===== src/rtl/led_sched_pkg.sv =====
// Shared definitions for the LED bar scheduler.
//   state_t      : scheduler state (power-on sweep, velocity bar, alert blink)
//   LED_W/CODE_W : LED bar width and alert code width
//   LED_OFF      : all LEDs dark
//   code_pattern : alert code replicated across the whole bar
package led_sched_pkg;

  localparam int unsigned LED_W  = 16;
  localparam int unsigned CODE_W = 4;

  localparam logic [LED_W-1:0] LED_OFF   = '0;
  localparam logic [LED_W-1:0] LED_FIRST = 16'h0001;

  typedef enum logic [1:0] {
    SWEEP,
    BAR,
    ALERT
  } state_t;

  function automatic logic [LED_W-1:0] code_pattern(input logic [CODE_W-1:0] c);
    return {(LED_W / CODE_W){c}};
  endfunction

endpackage


===== src/rtl/led_display_sched_tick_gen.sv =====
// Animation tick prescaler.
//   clk  : system clock
//   rst  : synchronous active-high reset
//   clr  : synchronous restart of the count at zero
//   tick : high for one cycle while the count sits at TICK_DIV-1
module tick_gen #(
  parameter int unsigned TICK_DIV = 5_000_000
) (
  input  logic clk,
  input  logic rst,
  input  logic clr,
  output logic tick
);

  localparam int unsigned CW = (TICK_DIV > 1) ? $clog2(TICK_DIV) : 1;
  localparam logic [CW-1:0] LAST = CW'(TICK_DIV - 1);

  logic [CW-1:0] cnt;

  always_ff @(posedge clk) begin
    if (rst || clr) begin
      cnt <= '0;
    end else if (cnt == LAST) begin
      cnt <= '0;
    end else begin
      cnt <= cnt + CW'(1);
    end
  end

  assign tick = (cnt == LAST);

endmodule


===== src/rtl/led_display_sched.sv =====
// LED bar scheduler: power-on sweep, then the velocity bar, interrupted by
// blinking alert codes. Alert requests that cannot be shown immediately are
// held in a one-deep buffer (latest request wins).
//   clk        : system clock
//   rst        : synchronous active-high reset
//   bar_led    : velocity bar pattern, captured on bar_valid
//   bar_valid  : single-cycle qualifier for bar_led
//   alert_req  : alert request pulse
//   alert_code : alert code sampled with alert_req
//   alert_ack  : one-cycle pulse when a request enters ALERT
//   alert_ovf  : one-cycle pulse when a buffered request is overwritten
//   busy       : high whenever the scheduler is not showing the bar
//   led_out    : registered LED drive
module led_display_sched
  import led_sched_pkg::*;
#(
  parameter int unsigned TICK_DIV     = 5_000_000,
  parameter int unsigned ALERT_BLINKS = 4
) (
  input  logic              clk,
  input  logic              rst,
  input  logic [LED_W-1:0]  bar_led,
  input  logic              bar_valid,
  input  logic              alert_req,
  input  logic [CODE_W-1:0] alert_code,
  output logic              alert_ack,
  output logic              alert_ovf,
  output logic              busy,
  output logic [LED_W-1:0]  led_out
);

  localparam int unsigned NPHASE = 2 * ALERT_BLINKS;
  localparam int unsigned BW     = (NPHASE > 1) ? $clog2(NPHASE) : 1;
  localparam logic [BW-1:0] BLINK_LAST = BW'(NPHASE - 1);
  localparam logic [3:0]    STEP_LAST  = 4'd15;

  state_t              state;
  state_t              nxt;
  logic [3:0]          step;
  logic [BW-1:0]       blink_cnt;
  logic                phase;
  logic [CODE_W-1:0]   code;
  logic [LED_W-1:0]    bar_reg;
  logic                pending;
  logic [CODE_W-1:0]   pend_code;

  logic tick;
  logic enter;       // entering ALERT this cycle (fresh or chained)
  logic consume;     // entry takes its code from the buffer
  logic direct;      // entry takes its code straight from alert_req
  logic buffer_req;  // request that must wait in the buffer
  logic ovf_now;

  tick_gen #(
    .TICK_DIV(TICK_DIV)
  ) u_tick (
    .clk (clk),
    .rst (rst),
    .clr (enter),
    .tick(tick)
  );

  always_comb begin
    nxt     = state;
    enter   = 1'b0;
    consume = 1'b0;
    case (state)
      SWEEP: begin
        if (tick && step == STEP_LAST) begin
          if (pending) begin
            nxt     = ALERT;
            enter   = 1'b1;
            consume = 1'b1;
          end else begin
            nxt = BAR;
          end
        end
      end
      BAR: begin
        if (pending) begin
          nxt     = ALERT;
          enter   = 1'b1;
          consume = 1'b1;
        end else if (alert_req) begin
          nxt   = ALERT;
          enter = 1'b1;
        end
      end
      ALERT: begin
        if (tick && blink_cnt == BLINK_LAST) begin
          if (pending) begin
            nxt     = ALERT;
            enter   = 1'b1;
            consume = 1'b1;
          end else begin
            nxt = BAR;
          end
        end
      end
      default: nxt = SWEEP;
    endcase
  end

  // A request is shown directly only from BAR with an empty buffer; every
  // other request lands in the buffer, including one arriving while the
  // buffer is being drained this same cycle (that case is not an overwrite).
  assign direct     = (state == BAR) && !pending && alert_req;
  assign buffer_req = alert_req && !direct;
  assign ovf_now    = buffer_req && pending && !consume;

  always_ff @(posedge clk) begin
    if (rst) begin
      state     <= SWEEP;
      step      <= '0;
      blink_cnt <= '0;
      phase     <= 1'b0;
      code      <= '0;
      bar_reg   <= '0;
      pending   <= 1'b0;
      pend_code <= '0;
      led_out   <= LED_OFF;
      alert_ack <= 1'b0;
      alert_ovf <= 1'b0;
      busy      <= 1'b1;
    end else begin
      state     <= nxt;
      busy      <= (nxt != BAR);
      alert_ack <= enter;
      alert_ovf <= ovf_now;

      if (bar_valid) begin
        bar_reg <= bar_led;
      end

      if (buffer_req) begin
        pending   <= 1'b1;
        pend_code <= alert_code;
      end else if (consume) begin
        pending <= 1'b0;
      end

      case (state)
        SWEEP: begin
          led_out <= LED_FIRST << step;
          if (tick) begin
            step <= step + 4'd1;
          end
        end
        BAR: begin
          led_out <= bar_reg;
        end
        ALERT: begin
          led_out <= phase ? code_pattern(code) : LED_OFF;
          if (tick) begin
            phase     <= ~phase;
            blink_cnt <= blink_cnt + BW'(1);
          end
        end
        default: led_out <= LED_OFF;
      endcase

      // Entry setup must win over the tick update of a finishing alert.
      if (enter) begin
        code      <= consume ? pend_code : alert_code;
        phase     <= 1'b1;
        blink_cnt <= '0;
      end
    end
  end

endmodule


===== config.mk =====
export PLATFORM = sky130hd
export DESIGN_NAME = led_display_sched
export DESIGN_NICKNAME = d
export VERILOG_FILES = /design/src/rtl/led_sched_pkg.sv /design/src/rtl/led_display_sched_tick_gen.sv /design/src/rtl/led_display_sched.sv
export SDC_FILE = /design/constraint.sdc
export NUM_CORES = 1
export LEC_CHECK = 0
export CELL_PAD_IN_SITES_DETAIL_PLACEMENT = 0
export CELL_PAD_IN_SITES_GLOBAL_PLACEMENT = 2
export CORE_ASPECT_RATIO = 1.25
export CORE_MARGIN = 2
export CORE_UTILIZATION = 36
export DETAILED_ROUTE_END_ITERATION = 8
export PLACE_DENSITY_LB_ADDON = 0.08
export SLEW_MARGIN = 40
export SYNTH_ARGS = -nofsm -noshare
export SYNTH_HDL_FRONTEND = slang
export SYNTH_SLANG_ARGS = --single-unit

===== constraint.sdc =====
create_clock -name clk -period 4.03 [get_ports clk]
set_input_delay 1.0075 -clock clk [delete_from_list [all_inputs] [get_ports clk]]
set_output_delay 1.0075 -clock clk [all_outputs]
set_load 0.03 [all_outputs]

==> results of run 1 <==
==> routing by layer <==
metal	up-vias	part of all wire, %
li1	1362	-
met1	1233	46
met2	40	50
met3	4	2.8
met4	0	0.82
met5	-	0
==> how the worst min path moves through the flow <==
stage,endpoint,depth (start not counted),slack [ns]
2_1_floorplan,u_tick.cnt[0],1,0.44
3_3_place_gp,u_tick.cnt[0],1,0.45
3_5_place_dp,u_tick.cnt[0],1,0.47
4_1_cts,u_tick.cnt[0],1,0.48
5_1_grt,u_tick.cnt[0],1,0.49
6_report,u_tick.cnt[0],1,0.48
==> cell usage in the layout (no fill, tap or decap), types with 2 or more instances in the layout <==
cell             netlist  final
and2_1                 3      3
inv_1                  5      5
o21ai_0               10     10
nand2b_1               3      3
ha_1                   9      9
a211oi_1               3      3
nor4b_4                2      2
nand4_1                7      7
nand2_1               41     41
buf_4                  0      2
nor4bb_1               2      2
dfxtp_1               77     77
nor3_1                 8      8
clkbuf_1              10      2
and3b_1                2      2
a221o_1                4      4
nand3_1               11     11
and3_1                 6      6
xnor2_1               17     17
clkdlybuf4s50_1        0     41
a222oi_1               6      6
xor2_1                 8      8
mux2i_1               23     23
bufinv_16              0      3
a31oi_1                6      6
a21o_1                 4      4
nor2_1                64     64
a32oi_1                2      2
or2_2                  2      2
a31o_2                 2      2
a22oi_1                2      2
clkbuf_16              0      9
and4_1                 3      3
a21oi_1                7      7
==> through the flow <==
| step | setup slack (ns) | cells | utilization [%] | cell area (sq um) |
|---|---|---|---|---|
| floorplan | 2.031 | 371 | - | 3376 |
| global placement | 1.087 | 518 | 42.53 | 3881 |
| detailed placement | 1.024 | 518 | 42.48 | 3876 |
| finish | 1.423 | 534 | 46.22 | 4218 |
| CTS | 1.363 | 534 | 46.22 | 4218 |
| global route | 1.222 | 534 | 46.22 | 4218 |
==> layout make-up <==
cell class | instances | share of cell area (%)
clock buffers | 12 | 5.844
flip-flops and latches | 77 | 36.55
multi-input cells | 269 | 41.06
repair buffers | 44 | 10.20
well taps | 123 | 3.649
clock inverters | 4 | 2.255
inverters | 5 | 0.4450
==> logic make-up (layout without fill, tap and decap cells) <==
family	after synthesis	in the layout	synth area share, %
buffers and inverters	25	65	3.039
adder cells (fa/ha/maj)	9	9	3.336
AND/OR/NAND/NOR	160	160	23.65
AO/OA/AOI/OAI	52	52	11.01
flip-flops	77	77	45.66
XOR/XNOR	25	25	6.486
multiplexers	23	23	6.820
==> critical path: cells and delay by family <==
family	cells	cell delay (ns)
buf+inv	1	0.62
compound gates	2	0.51
simple gates	2	0.71
==> power by group through the flow <==
stage | sequential [W] | combinational (W) | clock, W
2_1_floorplan | 0.000828 | 0.0000674 | 0
3_3_place_gp | 0.000843 | 0.000100 | 0
3_5_place_dp | 0.000843 | 0.000100 | 0
4_1_cts | 0.000827 | 0.000101 | 0.000947
5_1_grt | 0.000830 | 0.000111 | 0.000983
6_report | 0.000826 | 0.0000984 | 0.000918
==> flow_metrics.env, run 1 <==
export IMPL_vdd_drop_max_uv=284.0
export IMPL_seq_area_frac_synth_pct=45.66
export IMPL_yosysMostFrequentCell="dfxtp_1"
export IMPL_num_vias=2639
export IMPL_cts_root_buf="clkbuf_16"
export IMPL_largest_reg_flops=23
export IMPL_ys_types=45
export IMPL_maxCapViolCount=0
export IMPL_clk_path_buf_depth=2
export IMPL_ys_async_sr_fraction_pct=0
export IMPL_p_comb_share_pct=5.3
export IMPL_cts_max_level=3
export IMPL_power_internal_w=0.001467
export IMPL_ioPinCount=43
export IMPL_hpwlAfterDp_mm=5.452
export IMPL_status="finished clean"
export IMPL_grt_pass1_vias=2629
export IMPL_post_route_period_util_pct=64.70
export IMPL_gp_congestion=0.7500
export IMPL_yosys_area_top_type_share_pct=45.66
export IMPL_cts_resized_gates=0
export IMPL_crit_start="alert_req"
export IMPL_wl_mm=7.603
export IMPL_slew_headroom_pct=51.70
export IMPL_worstSetupEndpoint="u_tick.cnt[5]"
export IMPL_slowest_stage="clkdlybuf4s50_1"
export IMPL_setup_violations=0
export IMPL_final_antenna_net_count=0
export IMPL_rr_endpoint="u_tick.cnt[5]"
export IMPL_rr_worst_depth=5
export IMPL_port_buffers=42
export IMPL_crit_chain="clkdlybuf4s50_1 > a21o_1 > a21oi_1 > nand2_1 > nor2_1"
export IMPL_synth_edf_count=0
export IMPL_die_h_um=112.3
export IMPL_synthesis_area_sq_um=3376
export IMPL_rsz0062_at_grt="no"
export IMPL_cpPeakStageDelay_ns=0.62
export IMPL_wire_per_inst_um=14.24
export IMPL_die_area_sq_um=10170
export IMPL_grt_pass1_wl_mm=12.94
export IMPL_synth_flop_cell="dfxtp_1"
export IMPL_syn_nets=404
export IMPL_grtUsageMet2_pct=26.57
export IMPL_die_w_um=90.61
export IMPL_core_sq_um=9125
export IMPL_crit_required_ns=4.27
export IMPL_multi_input_area_sq_um=1732
export IMPL_hold_path_class="reg2reg"
export IMPL_grt_use_total_pct=15.87
export IMPL_drt_pre_antenna_iters=5
export IMPL_clock_latency_ns=0.32
export IMPL_r2r_start="u_tick.cnt[16]"
export IMPL_hold_viol=0
export IMPL_clkTransAtPathRegs_ns=0.06
export IMPL_fin_crit_ns=2.607
export IMPL_p_switching_w=0.0003753
export IMPL_pwr_share_seq_pct=44.8
export IMPL_maxSlewViolCount=0
export IMPL_power_w=0.001842
export IMPL_post_cts_buffers=0
export IMPL_tightestPinTransition_ns=0.7227
export IMPL_drive_gt1_share_pct=6.569
export IMPL_syn_inst=371
export IMPL_switching_share_pct=20.37
export IMPL_hp_start="u_tick.cnt[0]"
export IMPL_arrival_ns=2.85
export IMPL_grt_ovfl_total=0
export IMPL_fin_tns_setup_ns=0
export IMPL_area_growth_syn_to_layout_pct=24.94
export IMPL_power_leakage_nw=1.564
export IMPL_grt_max_degree=24
export IMPL_cp_max_fo=22
export IMPL_vias_per_cell=4.942
export IMPL_synthTopCellsByCount="77 x dfxtp_1, 64 x nor2_1, 41 x nand2_1"
export IMPL_clock_sinks=77
export IMPL_cp_start_kind="primary input"
export IMPL_drtIter0Drc=118
export IMPL_clkPwrFrac_pct=49.8
export IMPL_yosys_warnings=0
export IMPL_crit_type="in2reg"
export IMPL_top_usage_layer="met2"
export IMPL_num_fill_cells=917
export IMPL_cts_tree="yes"
export IMPL_r2r_setup_slack_ns=1.70
export IMPL_fin_skew_ns=0.005286
export IMPL_antennaDiodeCount=0
export IMPL_start_util_pct=36.99
export IMPL_cts_buffers=9
export IMPL_synth_area_leader_cell="dfxtp_1"
export IMPL_grt_antenna_before_repair=0
export IMPL_drcViolationCount=0
export IMPL_grt_use_met1_pct=20.09
export IMPL_nNetsFinal=439
export IMPL_cp_end_kind="register"
export IMPL_placementRows=39
export IMPL_synth_avg_cell_area_sq_um=9.099
export IMPL_synth_seq_cells=77
export IMPL_fmax_mhz=383.5
export IMPL_holdWs_ns=0.4763
export IMPL_p_per_area_nw_per_um2=436.8
export IMPL_synth_area_leaders="dfxtp_1 46%, nor2_1 7.1%, mux2i_1 6.8%, nand2_1 4.6%, xnor2_1 4.4%"
export IMPL_ff_latch_area_sq_um=1541
export IMPL_ctsHoldBuffers=0
export IMPL_met3_usage_pct=3.490
No activity file was read; power rests on OpenSTA's default activity.
==> run 2, diff against run 1 <==
- CORE_UTILIZATION: 36 -> 34
- clock period: 4.03 -> 2.5 ns (I/O delays scaled with it)
==> run 2 against run 1 <==
Compared with the run above: critical path depth is the same; count of clock-buffer cells in the layout shrank 1; first-iteration DRC count shrank 13%; global-route usage grew 0.25 points; core utilization shrank 1.8 points; clock skew is essentially flat; cell count grew 2.2%; largest cell class unchanged; critical endpoint is now blink_cnt[1]; cell area grew 1.6%; highest routed layer unchanged; routed wire length grew 5.7%.
==> flow_metrics.env, run 2 (synthesis gave the netlist of run 1 again) <==
export IMPL_grt_use_total_pct=16.12
export IMPL_grt_max_degree=24
export IMPL_grt_pass1_wl_mm=13.35
export IMPL_hp_start="u_tick.cnt[0]"
export IMPL_drt_pre_antenna_iters=6
export IMPL_post_cts_buffers=0
export IMPL_routed_wl_met3_um=214
export IMPL_vias_per_cell=4.938
export IMPL_fin_skew_ns=0.005740
export IMPL_clock_sinks=77
export IMPL_worst_slack_ns=0.4775
export IMPL_clock_latency_ns=0.33
export IMPL_hold_path_class="reg2reg"
export IMPL_post_place_ws_ns=0.2454
export IMPL_cts_root_buf="clkbuf_16"
export IMPL_wl_mm=8.039
export IMPL_wl_met2_mm=4.030
export IMPL_start_util_pct=34.95
export IMPL_grt_ovfl_total=0
export IMPL_rsz0062_at_grt="no"
export IMPL_drt_met1_wl_mm=3.699
export IMPL_crit_type="reg2reg"
export IMPL_placementRows=40
export IMPL_p_switching_w=0.0006421
export IMPL_power_leakage_nw=1.603
export IMPL_arrival_ns=2.23
export IMPL_largest_reg_flops=23
export IMPL_final_common_cell="dfxtp_1"
export IMPL_clkTransAtPathRegs_ns=0.06
export IMPL_power_internal_w=0.002299
export IMPL_fin_crit_ns=2.023
export IMPL_crit_required_ns=2.71
export IMPL_fin_tns_setup_ns=0
export IMPL_antennaDiodeCount=0
export IMPL_maxSlewViolCount=0
export IMPL_drive_gt1_share_pct=8.810
export IMPL_fin_cells=546
export IMPL_slew_headroom_pct=62.73
export IMPL_gp_congestion=0.7382
export IMPL_pwr_share_seq_pct=45.3
export IMPL_cp_start_kind="register"
export IMPL_cp_max_fo=6
export IMPL_status="finished clean"
export IMPL_dpl_instance_area_sq_um=3953
export IMPL_cp_end_kind="register"
export IMPL_clk_path_buf_depth=2
export IMPL_ctsHoldBuffers=0
export IMPL_final_area_sq_um=4287
export IMPL_highest_layer="met4"
export IMPL_die_area_sq_um=10750
export IMPL_hold_viol=0
export IMPL_switching_share_pct=21.83
export IMPL_setup_violations=0
export IMPL_wire_per_inst_um=14.72
export IMPL_area_growth_syn_to_layout_pct=26.98
export IMPL_maxCapViolCount=0
export IMPL_final_antenna_net_count=0
export IMPL_grt_antenna_before_repair=0
export IMPL_dpl_cell_count=530
export IMPL_cts_tree="yes"
export IMPL_p_comb_share_pct=5.8
export IMPL_core_sq_um=9659
export IMPL_drtIter0Drc=103
export IMPL_tightestPinTransition_ns=0.5579
export IMPL_ioPinCount=43
export IMPL_cts_resized_gates=0
export IMPL_cts_buffers=9
export IMPL_layout_common_cells="77 x dfxtp_1, 64 x nor2_1, 42 x clkdlybuf4s50_1"
export IMPL_vdd_drop_max_uv=283.4
export IMPL_r2r_start="u_tick.cnt[16]"
export IMPL_nNetsFinal=448
export IMPL_post_route_period_util_pct=80.90
export IMPL_num_vias=2696
export IMPL_die_w_um=93.13
export IMPL_fmax_mhz=494.4
export IMPL_drcViolationCount=0
export IMPL_crit_start="u_tick.cnt[16]"
export IMPL_p_per_area_nw_per_um2=686.2
export IMPL_cts_max_level=3
export IMPL_die_h_um=115.4
export IMPL_grt_pass1_vias=2732
export IMPL_hpwlAfterDp_mm=5.659
export IMPL_clkPwrFrac_pct=48.9
export IMPL_port_buffers=42
run 2: layout make-up:
type	instances	area, sq um
Timing Repair Buffer	53	503.0
Clock inverter	5	81.33
Multi-Input combinational cell	269	1732
Clock buffer	11	252.7
Sequential cell	77	1541
Tap cell	126	157.7
Fill cell	975	5373
Inverter	5	18.77
run 2: power groups by stage:
stage / clock, W / sequential, W / combinational [W]
detailed placement: 0 / 0.00136 / 0.000171
global placement: 0 / 0.00136 / 0.000169
global route: 0.00155 / 0.00134 / 0.000188
finish: 0.00144 / 0.00133 / 0.000169
CTS: 0.00148 / 0.00133 / 0.000172
floorplan: 0 / 0.00133 / 0.000109
run 2: worst paths after layout:
| kind | cells past startpoint | slack, ns | endpoint |
|---|---|---|---|
| setup / recovery | 5 | 0.48 | blink_cnt[1] |
| hold / removal | 1 | 0.48 | u_tick.cnt[0] |
| setup reg to reg | 5 | 0.48 | blink_cnt[1] |
| hold reg to reg | 1 | 0.48 | u_tick.cnt[0] |
run 2: per-stage QoR:
step | hold WS [ns] | util (%) | power, W
2_1_floorplan | 0.4377 | - | 0.001443
3_3_place_gp | 0.4537 | 40.92 | 0.001528
3_5_place_dp | 0.4618 | 40.92 | 0.001531
4_1_cts | 0.4750 | 44.38 | 0.002989
5_1_grt | 0.5093 | 44.38 | 0.003074
6_report | 0.4781 | 44.38 | 0.002941
run 2: routing by layer:
| metal | vias up | track usage [%] |
|---|---|---|
| li1 | 1385 | - |
| met4 | 0 | 7.059 |
| met1 | 1260 | 19.89 |
| met2 | 42 | 27.05 |
| met3 | 9 | 3.539 |
| met5 | - | 0 |
run 2: worst max-delay path: stages, from the launching register on:
cell and delay (ns):
dfxtp_1 0.36, nor4bb_1 0.45, nand3_2 0.30, or2_2 0.37, o21ai_0 0.33, nor2_1 0.09
